$ cat src/rtl/sevenseg_scan_if.sv
// rtl/sevenseg_scan_if.sv - Display driver bus: hex value, load, dp and brightness in; segment and digit pins out
interface sevenseg_scan_if #(
  parameter int NUM_DIGITS = 4
);
  logic [4*NUM_DIGITS-1:0] value_i;
  logic                    load_i;
  logic [NUM_DIGITS-1:0]   dp_i;
  logic [3:0]              bright_i;
  logic [6:0]              seg_o;
  logic [6:0]              segn_o;
  logic                    dp_o;
  logic [NUM_DIGITS-1:0]   an_o;
  logic [NUM_DIGITS-1:0]   ann_o;

  modport master (
    output value_i, load_i, dp_i, bright_i,
    input  seg_o, segn_o, dp_o, an_o, ann_o
  );

  modport slave (
    input  value_i, load_i, dp_i, bright_i,
    output seg_o, segn_o, dp_o, an_o, ann_o
  );
endinterface

$ cat src/rtl/sevenseg_scan.sv
// rtl/sevenseg_scan.sv - Multiplexed seven-segment driver with PWM dimming and tear-free frame updates
// Optional leading-zero blanking is enabled by defining SEVENSEG_LZB_EN.
module sevenseg_scan #(
  parameter int NUM_DIGITS = 4,
  parameter int CLK_DIV    = 50000
) (
  input  logic            clk_i,
  input  logic            rst_ni,
  sevenseg_scan_if.slave  bus
);
  localparam int SCW = $clog2(CLK_DIV);
  localparam int DW  = (NUM_DIGITS > 1) ? $clog2(NUM_DIGITS) : 1;
  localparam int DV  = 4 * NUM_DIGITS;

  logic [SCW-1:0]        r_scan_cnt;
  logic [DW-1:0]         r_digit_idx;
  logic [3:0]            r_pwm_cnt;
  logic [DV-1:0]         r_pend_val;
  logic [NUM_DIGITS-1:0] r_pend_dp;
  logic [DV-1:0]         r_disp_val;
  logic [NUM_DIGITS-1:0] r_disp_dp;
  logic [6:0]            r_seg;
  logic                  r_dp;
  logic [NUM_DIGITS-1:0] r_an;

  logic       w_slot_end;
  logic       w_frame_end;
  logic       w_on;
  logic [3:0] w_nibble;
  logic [6:0] w_glyph;
  logic       w_dp;
  logic       w_blank;

  always_comb begin
    w_slot_end  = (r_scan_cnt == SCW'(CLK_DIV - 1));
    w_frame_end = w_slot_end && (r_digit_idx == DW'(NUM_DIGITS - 1));
    // Slot position 0 is always dark so the old digit never ghosts onto the new enable.
    w_on        = (r_scan_cnt != '0) &&
                  ((bus.bright_i == 4'hF) || (r_pwm_cnt < bus.bright_i));
    w_nibble    = r_disp_val[{r_digit_idx, 2'b00} +: 4];
    w_dp        = r_disp_dp[r_digit_idx];
    case (w_nibble)
      4'h0:    w_glyph = 7'h3F;
      4'h1:    w_glyph = 7'h06;
      4'h2:    w_glyph = 7'h5B;
      4'h3:    w_glyph = 7'h4F;
      4'h4:    w_glyph = 7'h66;
      4'h5:    w_glyph = 7'h6D;
      4'h6:    w_glyph = 7'h7D;
      4'h7:    w_glyph = 7'h07;
      4'h8:    w_glyph = 7'h7F;
      4'h9:    w_glyph = 7'h6F;
      4'hA:    w_glyph = 7'h77;
      4'hB:    w_glyph = 7'h7C;
      4'hC:    w_glyph = 7'h39;
      4'hD:    w_glyph = 7'h5E;
      4'hE:    w_glyph = 7'h79;
      default: w_glyph = 7'h71;
    endcase
  end

`ifdef SEVENSEG_LZB_EN
  logic [NUM_DIGITS-1:0] w_lz_mask;

  // A digit is blank when it and every digit above it are zero; digit 0 always shows.
  always_comb begin
    logic v_zero_above;
    v_zero_above = 1'b1;
    w_lz_mask    = '0;
    for (int k = NUM_DIGITS - 1; k > 0; k--) begin
      v_zero_above = v_zero_above && (r_disp_val[4*k +: 4] == 4'h0);
      w_lz_mask[k] = v_zero_above;
    end
  end

  assign w_blank = w_lz_mask[r_digit_idx];
`else
  assign w_blank = 1'b0;
`endif

  always_ff @(posedge clk_i or negedge rst_ni) begin
    if (!rst_ni) begin
      r_scan_cnt  <= '0;
      r_digit_idx <= '0;
      r_pwm_cnt   <= '0;
      r_pend_val  <= '0;
      r_pend_dp   <= '0;
      r_disp_val  <= '0;
      r_disp_dp   <= '0;
      r_seg       <= '0;
      r_dp        <= 1'b0;
      r_an        <= '0;
    end else begin
      r_scan_cnt <= w_slot_end ? '0 : r_scan_cnt + SCW'(1);
      if (w_slot_end) begin
        r_digit_idx <= (r_digit_idx == DW'(NUM_DIGITS - 1)) ? '0 : r_digit_idx + DW'(1);
      end
      r_pwm_cnt <= r_pwm_cnt + 4'd1;

      if (bus.load_i) begin
        r_pend_val <= bus.value_i;
        r_pend_dp  <= bus.dp_i;
      end
      // A load landing on the boundary bypasses pending so it is shown in the very next frame.
      if (w_frame_end) begin
        r_disp_val <= bus.load_i ? bus.value_i : r_pend_val;
        r_disp_dp  <= bus.load_i ? bus.dp_i    : r_pend_dp;
      end

      r_an  <= w_on ? (NUM_DIGITS'(1) << r_digit_idx) : '0;
      r_seg <= (w_on && !w_blank) ? w_glyph : 7'h00;
      r_dp  <= w_on && w_dp;
    end
  end

  assign bus.seg_o  = r_seg;
  assign bus.segn_o = ~r_seg;
  assign bus.dp_o   = r_dp;
  assign bus.an_o   = r_an;
  assign bus.ann_o  = ~r_an;
endmodule
$ cat src/flat_wrapper.sv
// flat-port wrapper written by rule: the top's interface ports become plain ports
module sevenseg_scan_flat 
#(
  parameter int NUM_DIGITS = 4,
  parameter int CLK_DIV    = 50000
)
  (clk_i, rst_ni, bus_value_i, bus_load_i, bus_dp_i, bus_bright_i, bus_seg_o, bus_segn_o, bus_dp_o, bus_an_o, bus_ann_o);
  sevenseg_scan_if #(.NUM_DIGITS(NUM_DIGITS)) bus_i ();
  input  logic clk_i;
  input  logic rst_ni;
  input wire logic [$bits(bus_i.value_i)-1:0] bus_value_i;
  input wire logic [$bits(bus_i.load_i)-1:0] bus_load_i;
  input wire logic [$bits(bus_i.dp_i)-1:0] bus_dp_i;
  input wire logic [$bits(bus_i.bright_i)-1:0] bus_bright_i;
  output wire logic [$bits(bus_i.seg_o)-1:0] bus_seg_o;
  output wire logic [$bits(bus_i.segn_o)-1:0] bus_segn_o;
  output wire logic [$bits(bus_i.dp_o)-1:0] bus_dp_o;
  output wire logic [$bits(bus_i.an_o)-1:0] bus_an_o;
  output wire logic [$bits(bus_i.ann_o)-1:0] bus_ann_o;
  assign bus_i.value_i = bus_value_i;
  assign bus_i.load_i = bus_load_i;
  assign bus_i.dp_i = bus_dp_i;
  assign bus_i.bright_i = bus_bright_i;
  assign bus_seg_o = bus_i.seg_o;
  assign bus_segn_o = bus_i.segn_o;
  assign bus_dp_o = bus_i.dp_o;
  assign bus_an_o = bus_i.an_o;
  assign bus_ann_o = bus_i.ann_o;
  sevenseg_scan #(.NUM_DIGITS(NUM_DIGITS), .CLK_DIV(CLK_DIV)) u_core (.clk_i(clk_i), .rst_ni(rst_ni), .bus(bus_i));
endmodule
$ cat config.mk
export PLATFORM = sky130hd
export DESIGN_NAME = sevenseg_scan_flat
export DESIGN_NICKNAME = d
export VERILOG_FILES = /design/src/rtl/sevenseg_scan_if.sv /design/src/rtl/sevenseg_scan.sv /design/src/flat_wrapper.sv
export SDC_FILE = /design/constraint.sdc
export NUM_CORES = 1
export LEC_CHECK = 0
export ABC_CLOCK_PERIOD_IN_PS = 2670
export BUFFER_PORTS_ARGS = -buffer_cell sky130_fd_sc_hd__buf_2
export CORE_MARGIN = 5
export CORE_UTILIZATION = 45
export DETAILED_ROUTE_END_ITERATION = 10
export GPL_TIMING_DRIVEN = 0
export PLACE_DENSITY = 0.7
export SLEW_MARGIN = 20
export SYNTH_ARGS = -nofsm -noshare
export SYNTH_HDL_FRONTEND = slang
export SYNTH_SLANG_ARGS = --single-unit
$ cat constraint.sdc
create_clock -name clk_i -period 2.67 [get_ports clk_i]
set_clock_uncertainty 0.2 [all_clocks]
set_input_delay 0.6675 -clock clk_i [delete_from_list [all_inputs] [get_ports clk_i]]
set_output_delay 0.6675 -clock clk_i [all_outputs]
set_load 0.1 [all_outputs]
==> metrics, run 1 <==
status=complete, no violations; Worst-path clk slew=0.07 ns; FF+latch count, synth=74; CP Data Required Time=about 2.7 ns; Fill cells=680; layout cells sized above 1=0.356; Die H=between 90 and 100 um; Top Family by Delay on Critical Path=multiplexers; Final min period=around 2.5 ns; DRC viols=0; RSZ-0062 raised after global routing=false; Die ar.=roughly 9800 um2; Post-DRT Antenna Nets=0; crit path capture type=register; Final Cell Area=~4100 um2; sequential fraction of the synthesis area=0.518; initial core utilization=0.462; Synth Area in Compound Gates=0.0301; Congestion Overflow GR=0; crit path cell chain=clkbuf_4, mux4_2, inv_1, ha_1, nor2_1, a211oi_1, a311oi_1; CTS Hold Bufs=0; first-pass GRT wire length=roughly 11000 um; I/O pin total=50; Num CTS Buffers=9; asr flop ratio synth=1.00; Slew Limit Fails=0; Synth Instances=around 280; post-synthesis adder-cell area fraction=0.0560; post-synth cell types=just over 40; CTS root buffer=clkbuf_8; synthesized area=between 3000 and 4000 um2; placed cell area=between 3000 and 4000 um2; routed len/inst=between 10 and 15 um; Routed WL=6360 um; Core Box Area=7730 um2; R2R Setup Slk=between 0.2 and 0.25 ns; Startpoint Class=register; commonest non-fill, non-tap cell in the layout=dfrtp_1; Vias/cell=about 5; fmax=between 400 and 500 MHz; commonest non-fill, non-tap cells in the layout=dfrtp_1, buf_2, inv_1, mux2_2, nor2_1; Sink Count=74; Critical Path Fanout Max=10; gpl congestion=0.803; Post-CTS Setup Bufs=0; CTS tree=done; crit path launch=u_core.r_digit_idx[0]$_DFFE_PN0N_; Pre-Repair DR Iteration Count=4; Net Count, Synth=between 300 and 400; # rows=32; origin of the critical flop-to-flop path=u_core.r_digit_idx[0]$_DFFE_PN0N_; area grow syn2layout=15.8%; Worst-Margin Slew=around 1 ns; Final #Nets=around 380; Worst Path Arrival=2.48 ns; ys flop type=dfrtp_1; Setup crit end=u_core.bus.seg_o[1]$_DFF_PN0_; Leak=2.00 nW; DRT iter0 DRCs=approximately 130; Gates resized, CTS repair=0; CP max-delay cell=mux4_2; largest family of logic cells by synthesized area=multiplexers; Max-cap violations=0; Synth Warn #=0; antenna violations before repair=0; max incr delay on CP=roughly 0.62 ns; final hold vios=0; post-synthesis mux area share=0.215; PortBufs=between 40 and 50; final setup violating endpoints=0; Max Root-Sink Buffers=2; syn avg cell area=12.8 um2; Reg-to-Reg End=u_core.bus.seg_o[1]$_DFF_PN0_; PD cells=around 570 nW/um2; Tcrit/Tclk final=0.920; Max VDD drop=about 340 uV; R2R depth=7; clock insertion delay at the later pin of the skew report=approximately 0.34 ns; pin count of the biggest net entering global routing=40; Buf+Inv Stages, Crit Path=2; Synth Area in XOR/XNOR=0.0417; CP Depth=7; Die Wd=99.1 um; GRT Overall Usage=0.144; dpl hpwl=~4700 um; setup tns final=0 ns; number of global-route vias before repair=2330; CP Class=register to register; ant diodes=0; simple logic cell fraction of the synthesized area=0.0953; Post-synth EDFFs=0; vias=about 2200; Worst Hold Class=primary input to asynchronous set/reset pin; H-tree levels=3; Slew headroom=0.341
==> per-stage QoR <==
step | power, mW | hold slack (ns) | utilization | setup WS (ns) | cells
global route | 2.45 | 0.0920 | 0.535 | 0.0392 | 445
global placement | 1.60 | 0.267 | 0.510 | 0.191 | 429
detailed placement | 1.61 | 0.271 | 0.513 | 0.150 | 430
CTS | 2.38 | 0.0772 | 0.535 | 0.143 | 445
floorplan | 1.51 | 0.172 | - | 0.241 | 279
finish | 2.34 | 0.0711 | 0.535 | 0.214 | 445
==> cell usage after synthesis, types with 4 or more instances <==
master / instances / area [um2]
clkbuf_1: 4 / 15.0
o22ai_1: 4 / 25.0
inv_1: 29 / 109
xnor2_1: 9 / 78.8
ha_1: 16 / 200
mux2i_1: 5 / 50.1
nor3_1: 4 / 20.0
mux2_4: 20 / 300
nor2_1: 21 / 78.8
nand3_1: 9 / 45.0
nand4_1: 5 / 31.3
dfrtp_1: 74 / 1850
xor2_1: 8 / 70.1
mux4_2: 7 / 158
nand2_1: 6 / 22.5
mux2_2: 23 / 259
==> cell families after synthesis <==
| logic type | after synthesis |
|---|---|
| muxes | 55 |
| and+or+nand+nor | 64 |
| adders and majority gates | 16 |
| AOI/OAI and AO/OA | 16 |
| buffers and inverters | 37 |
| DFF | 74 |
| xor gates and xnor gates | 17 |
==> state kept, by name, summed over array words and instances, names as in the netlist, 2 cells and up <==
signal and flops:
u_core.bus.an_o 4, u_core.bus.seg_o 7, u_core.r_digit_idx 2, u_core.r_disp_dp 4
u_core.r_disp_val 16, u_core.r_pend_dp 4, u_core.r_pend_val 16, u_core.r_pwm_cnt 4
u_core.r_scan_cnt 16
==> worst min-delay path by stage <==
stage | start | to | slack [ns] | cells after the start
6_report | rst_ni | u_core.r_pend_dp[3]$_DFF_PN0_ | 0.07 | 1
5_1_grt | rst_ni | u_core.r_pend_val[1]$_DFF_PN0_ | 0.09 | 1
4_1_cts | rst_ni | u_core.r_pend_val[1]$_DFF_PN0_ | 0.08 | 1
3_5_place_dp | u_core.r_pwm_cnt[3]$_DFF_PN0_ | u_core.r_pwm_cnt[3]$_DFF_PN0_ | 0.27 | 1
3_3_place_gp | u_core.r_pwm_cnt[0]$_DFF_PN0_ | u_core.r_pwm_cnt[0]$_DFF_PN0_ | 0.27 | 1
2_1_floorplan | rst_ni | u_core.bus.an_o[0]$_DFF_PN0_ | 0.17 | 0
==> layout make-up <==
type | instances | area, um2 | area share
inverters | 29 | 109 | 0.0263
well taps | 102 | 128 | 0.0309
plain buffers | 8 | 50.0 | 0.0121
clock inverters | 4 | 28.8 | 0.00696
repair buffers | 49 | 263 | 0.0635
multi-input cells | 168 | 1560 | 0.378
clock buffers | 11 | 141 | 0.0342
flip-flops and latches | 74 | 1850 | 0.448
==> metal layers <==
layer  vias to the layer above  GRT usage  routed length [um]
li1                       1081          -                   -
met1                      1078      0.198                3000
met2                        63      0.213                2810
met3                         7     0.0540                 461
met4                         0     0.0410                  86
met5                         -          0                   0
==> where the power goes <==
part           leakage [nW]  switching (mW)  internal (mW)
logic                 0.996           0.273          0.113
clock network        0.0814           0.395          0.357
registers             0.919          0.0245           1.18
total                  2.00           0.692           1.65
No activity file was read; power rests on OpenSTA's default activity.
==> run 2, diff against run 1 <==
Settings changed: CTS_CLUSTER_SIZE set to 25, PLACE_DENSITY 0.7 to 0.65.
==> metrics, run 2 (same netlist as run 1, synthesis figures left out) <==
status=complete, no violations; # rows=32 (unchanged); DRT iter0 DRCs=68 (-46%); Final #Nets=382 (unchanged); ant diodes=0 (unchanged); Max Root-Sink Buffers=2 (unchanged); clock insertion delay at the later pin of the skew report=0.35 ns (about the same); Int Power=1.91 mW (+16%); Final min period=2.47 ns (+0.0123 ns); PD cells=624 nW/um2 (+10%); vias=2217 (-0.54%); gpl congestion=0.788 (-1.8%); H-tree levels=3 (unchanged); Reg power frac=0.457 (-0.057); Slew Limit Fails=0 (unchanged); routed len/inst=14.0 um (-2.2%); Worst-path clk slew=0.08 ns (about the same); Vias/cell=4.97 (-0.76%); Post-DRT Antenna Nets=0 (unchanged); sw frac=0.273 (-0.0232); number of global-route vias before repair=2246 (-3.6%); PortBufs=48 (unchanged); Die H=99.1 um (unchanged); Routed WL=6240 um (-2.0%); Slew headroom=0.364 (+0.0225); CTS root buffer=clkbuf_8; Leak=2.04 nW (+2.3%); commonest non-fill, non-tap cell in the layout=dfrtp_1; final hold vios=0 (unchanged); final setup violating endpoints=0 (unchanged); setup ws final=0.202 ns (-0.0123 ns); crit path capture type=register; Worst Hold Class=primary input to asynchronous set/reset pin; CP Data Required Time=2.71 ns (about the same); fmax=405 MHz (-0.50%); commonest non-fill, non-tap cells in the layout=dfrtp_1, buf_2, inv_1, mux2_2, nor2_1; CTS Hold Bufs=0 (unchanged); Pre-Repair DR Iteration Count=4 (unchanged); Worst-Margin Slew=0.946 ns (-0.0334 ns); dpl hpwl=4560 um (-2.4%); layout cells sized above 1=0.360 (+0.00478); antenna violations before repair=0 (unchanged); GRT Overall Usage=0.138 (-0.00606); Tcrit/Tclk final=0.924 (+0.00461); I/O pin total=50 (unchanged); Sink Count=74 (unchanged); first-pass GRT wire length=10800 um (-4.5%); Die Wd=99.1 um (unchanged); Congestion Overflow GR=0 (unchanged); Num CTS Buffers=9 (unchanged); CTS tree=done; Critical Path Fanout Max=10 (unchanged); area grow syn2layout=18.0%; DRC viols=0 (unchanged); Worst Path Arrival=2.51 ns (+0.03 ns); setup tns final=0 ns (unchanged); Die ar.=9820 um2 (unchanged); Psw=716 uW (+3.5%); combinational share of power=0.147 (-0.018); RSZ-0062 raised after global routing=false; Core Box Area=7730 um2 (unchanged); Max VDD drop=398 uV (+17%); initial core utilization=0.462 (unchanged); clock share of power=0.396 (+0.074); Largest regs=u_core.r_disp_val x16, u_core.r_pend_val x16, u_core.r_scan_cnt x16; Startpoint Class=register; CP Class=register to register; Max-cap violations=0 (unchanged); pin count of the biggest net entering global routing=46 (+15%); Setup WS pre-CTS=0.111 ns (-0.0396 ns)
-- run 2: cell count changes in the layout (fill, tap and decap cells not counted), sizes merged --
cell | before | now
bufinv | 0 | 3
clkinvlp | 2 | 0
clkinv | 2 | 4
clkbuf | 16 | 14
-- run 2: final timing paths --
check | start | cells after the start | end | slack [ns]
min in group clk_i | u_core.r_pwm_cnt[3]$_DFF_PN0_ | 1 | u_core.r_pwm_cnt[3]$_DFF_PN0_ | 0.27
min | rst_ni | 1 | u_core.r_pend_val[11]$_DFF_PN0_ | 0.04
max | u_core.r_digit_idx[0]$_DFFE_PN0N_ | 7 | u_core.bus.seg_o[1]$_DFF_PN0_ | 0.20
max reg2reg | u_core.r_digit_idx[0]$_DFFE_PN0N_ | 7 | u_core.bus.seg_o[1]$_DFF_PN0_ | 0.20
min reg2reg | u_core.r_pwm_cnt[3]$_DFF_PN0_ | 1 | u_core.r_pwm_cnt[3]$_DFF_PN0_ | 0.27
max in group asynchronous | rst_ni | 2 | u_core.bus.seg_o[2]$_DFF_PN0_ | 1.68
-- run 2: per-stage QoR --
stage	hold WS (ns)	total power [mW]	std cells	util	instance area, um2
3_3_place_gp	0.268	1.60	429	0.510	3940
2_1_floorplan	0.172	1.51	279	-	3570
5_1_grt	0.0596	2.74	446	0.545	4210
3_5_place_dp	0.273	1.61	430	0.514	3970
6_report	0.0422	2.63	446	0.545	4210
4_1_cts	0.0483	2.67	446	0.545	4210
-- run 2: power by group through the flow --
stage	logic (mW)	clock network (mW)	registers [mW]
global placement	0.379	0	1.22
CTS	0.391	1.07	1.20
floorplan	0.206	0	1.31
detailed placement	0.390	0	1.22
global route	0.411	1.12	1.21
finish	0.385	1.04	1.20
-- run 2: layer usage --
layer | part of all wire | track usage
met3 | 0.056 | 0.0351
met5 | 0 | 0
met2 | 0.43 | 0.199
met4 | 0.019 | 0.0599
met1 | 0.49 | 0.196
-- run 2: layout make-up --
cell class / count / area (um2)
sequential: 74 / 1850
clock inverter: 7 / 118
tap: 102 / 128
buffer: 8 / 50.0
timing repair buffer: 49 / 270
multi-input combinational: 168 / 1560
inverter: 29 / 109
clock buffer: 9 / 124
fill: 681 / 3510
-- run 2: worst max-delay path: stages (launching register included) --
cell      delay (ns)
dfrtp_1         0.38
clkbuf_4        0.26
mux4_2          0.62
inv_1           0.16
ha_1            0.26
nor2_1          0.12
a211oi_1        0.06
a311oi_1        0.29
-- run 2: what timing repair did --
action	in CTS	in global routing
setup endpoints to repair	0	1
setup buffers	0	0
gates resized for setup	0	1
==> run 3, diff against run 2 <==
Settings changed: RECOVER_POWER set to 25.
==> metrics, run 3 (same netlist as run 1, synthesis figures left out) <==
status=finished with violations; failing checks=capacitance limit, slew limit; gpl congestion=0.788 (unchanged); CTS root buffer=clkbuf_8; pin count of the biggest net entering global routing=46 (unchanged); Slew headroom=-0.109 (-0.472); antenna violations before repair=0 (unchanged); Worst-path clk slew=0.08 ns (about the same); setup tns final=0 ns (unchanged); RSZ-0062 raised after global routing=false; Placed Cells=430 (unchanged); Routed WL=6250 um (+0.26%); Vias/cell=4.98 (+0.23%); Critical Path Fanout Max=10 (unchanged); worst hold endpoint=u_core.r_pwm_cnt[3]$_DFF_PN0_; final hold vios=0 (unchanged); Final Cell Area=4210 um2 (about the same); worst hold path depth=1; Max-cap violations=1 (+1); routed len/inst=14.0 um (+0.26%); H-tree levels=3 (unchanged); Post-CTS Setup Bufs=0 (unchanged); Num CTS Buffers=9 (unchanged); Leak=2.04 nW (-0.18%); fmax=405 MHz (about the same); setup ws final=0.203 ns (+0.000435 ns); Tcrit/Tclk final=0.924 (about the same); placed cell area=3970 um2 (unchanged); GRT Overall Usage=0.138 (unchanged); Final Non-Filler Cells=446 (unchanged); Worst-Margin Slew=1.66 ns (+0.717 ns); Core Box Area=7730 um2 (unchanged); Gates resized, CTS repair=0 (unchanged); Worst Hold Class=register to register; layout cells sized above 1=0.358 (-0.00291); first-pass GRT wire length=10800 um (unchanged); R2R Setup Slk=0.20 ns (about the same); min-delay src=u_core.r_pwm_cnt[3]$_DFF_PN0_; CP Class=register to register; Max VDD drop=398 uV (about the same); I/O pin total=50 (unchanged); Final #Nets=382 (unchanged); Startpoint Class=register; Sink Count=74 (unchanged); crit path capture type=register; vias=2222 (+0.23%); Die ar.=9820 um2 (unchanged); origin of the critical flop-to-flop path=u_core.r_digit_idx[0]$_DFFE_PN0N_; PD cells=624 nW/um2 (about the same); CP Data Required Time=2.71 ns (about the same); Post-DRT Antenna Nets=0 (unchanged); Die H=99.1 um (unchanged); CTS tree=done; final core occ=0.545 (about the same); Final min period=2.47 ns (-0.000435 ns); CTS Hold Bufs=0 (unchanged); ant diodes=0 (unchanged); initial core utilization=0.462 (unchanged); PortBufs=48 (unchanged); final setup violating endpoints=0 (unchanged); Largest regs=u_core.r_disp_val x16, u_core.r_pend_val x16, u_core.r_scan_cnt x16; Congestion Overflow GR=0 (unchanged); Max Root-Sink Buffers=2 (unchanged); Pre-Repair DR Iteration Count=4 (unchanged); Worst Path Arrival=2.51 ns (about the same); commonest non-fill, non-tap cells in the layout=dfrtp_1, buf_2, inv_1, mux2_2, nor2_1; DRT iter0 DRCs=68 (unchanged); DRC viols=0 (unchanged); Die Wd=99.1 um (unchanged); # rows=32 (unchanged); Reg-to-Reg End=u_core.bus.seg_o[1]$_DFF_PN0_; dpl hpwl=4560 um (unchanged); number of global-route vias before repair=2246 (unchanged); R2R depth=7 (unchanged); Setup WS pre-CTS=0.111 ns (unchanged); clock insertion delay at the later pin of the skew report=0.35 ns (about the same); area grow syn2layout=17.9% (about the same); commonest non-fill, non-tap cell in the layout=dfrtp_1; Slew Limit Fails=30 (+30)
## run 3: worst max-delay path by stage
stage,depth (start not counted),from,slack (ns),to
CTS,7,u_core.r_digit_idx[0]$_DFFE_PN0N_,0.1,u_core.bus.seg_o[1]$_DFF_PN0_
finish,7,u_core.r_digit_idx[0]$_DFFE_PN0N_,0.20,u_core.bus.seg_o[1]$_DFF_PN0_
global placement,8,bus_bright_i[1],0.16,u_core.bus.seg_o[4]$_DFF_PN0_
floorplan,1,u_core.bus.an_o[0]$_DFF_PN0_,0.24,bus_ann_o[0]
global route,7,u_core.r_digit_idx[0]$_DFFE_PN0N_,0.04,u_core.bus.seg_o[1]$_DFF_PN0_
detailed placement,7,u_core.r_digit_idx[0]$_DFFE_PN0N_,0.11,u_core.bus.seg_o[1]$_DFF_PN0_
## run 3: metal layers
metal	part of all wire	up-vias	global-route usage
li1	-	1079	-
met1	0.49	1068	0.196
met2	0.43	62	0.199
met3	0.059	13	0.0351
met4	0.019	0	0.0599
met5	0	-	0
## run 3: cell type report
cell class	count	area [um2]
buffer	8	50.0
clock buffer	9	124
clock inverter	7	118
fill	681	3520
inverter	29	109
multi-input combinational	168	1560
sequential	74	1850
tap	102	128
timing repair buffer	49	267
## run 3: power by group
part,internal [mW],switching (mW)
Combinational,0.114,0.271
Sequential,1.18,0.0238
Clock,0.620,0.421
Total,1.91,0.716
## run 3: through the flow
step | power (mW) | hold slack, ns
2_1_floorplan | 1.51 | 0.172
3_3_place_gp | 1.60 | 0.268
3_5_place_dp | 1.61 | 0.273
4_1_cts | 2.67 | 0.0483
5_1_grt | 2.74 | 0.293
6_report | 2.63 | 0.273
## run 3: worst max-delay path, cell delays in order, from the launching register on
cell      delay [ns]
dfrtp_1         0.38
clkbuf_4        0.26
mux4_2          0.62
inv_1           0.16
ha_1            0.26
nor2_1          0.12
a211oi_1        0.06
a311oi_1        0.29
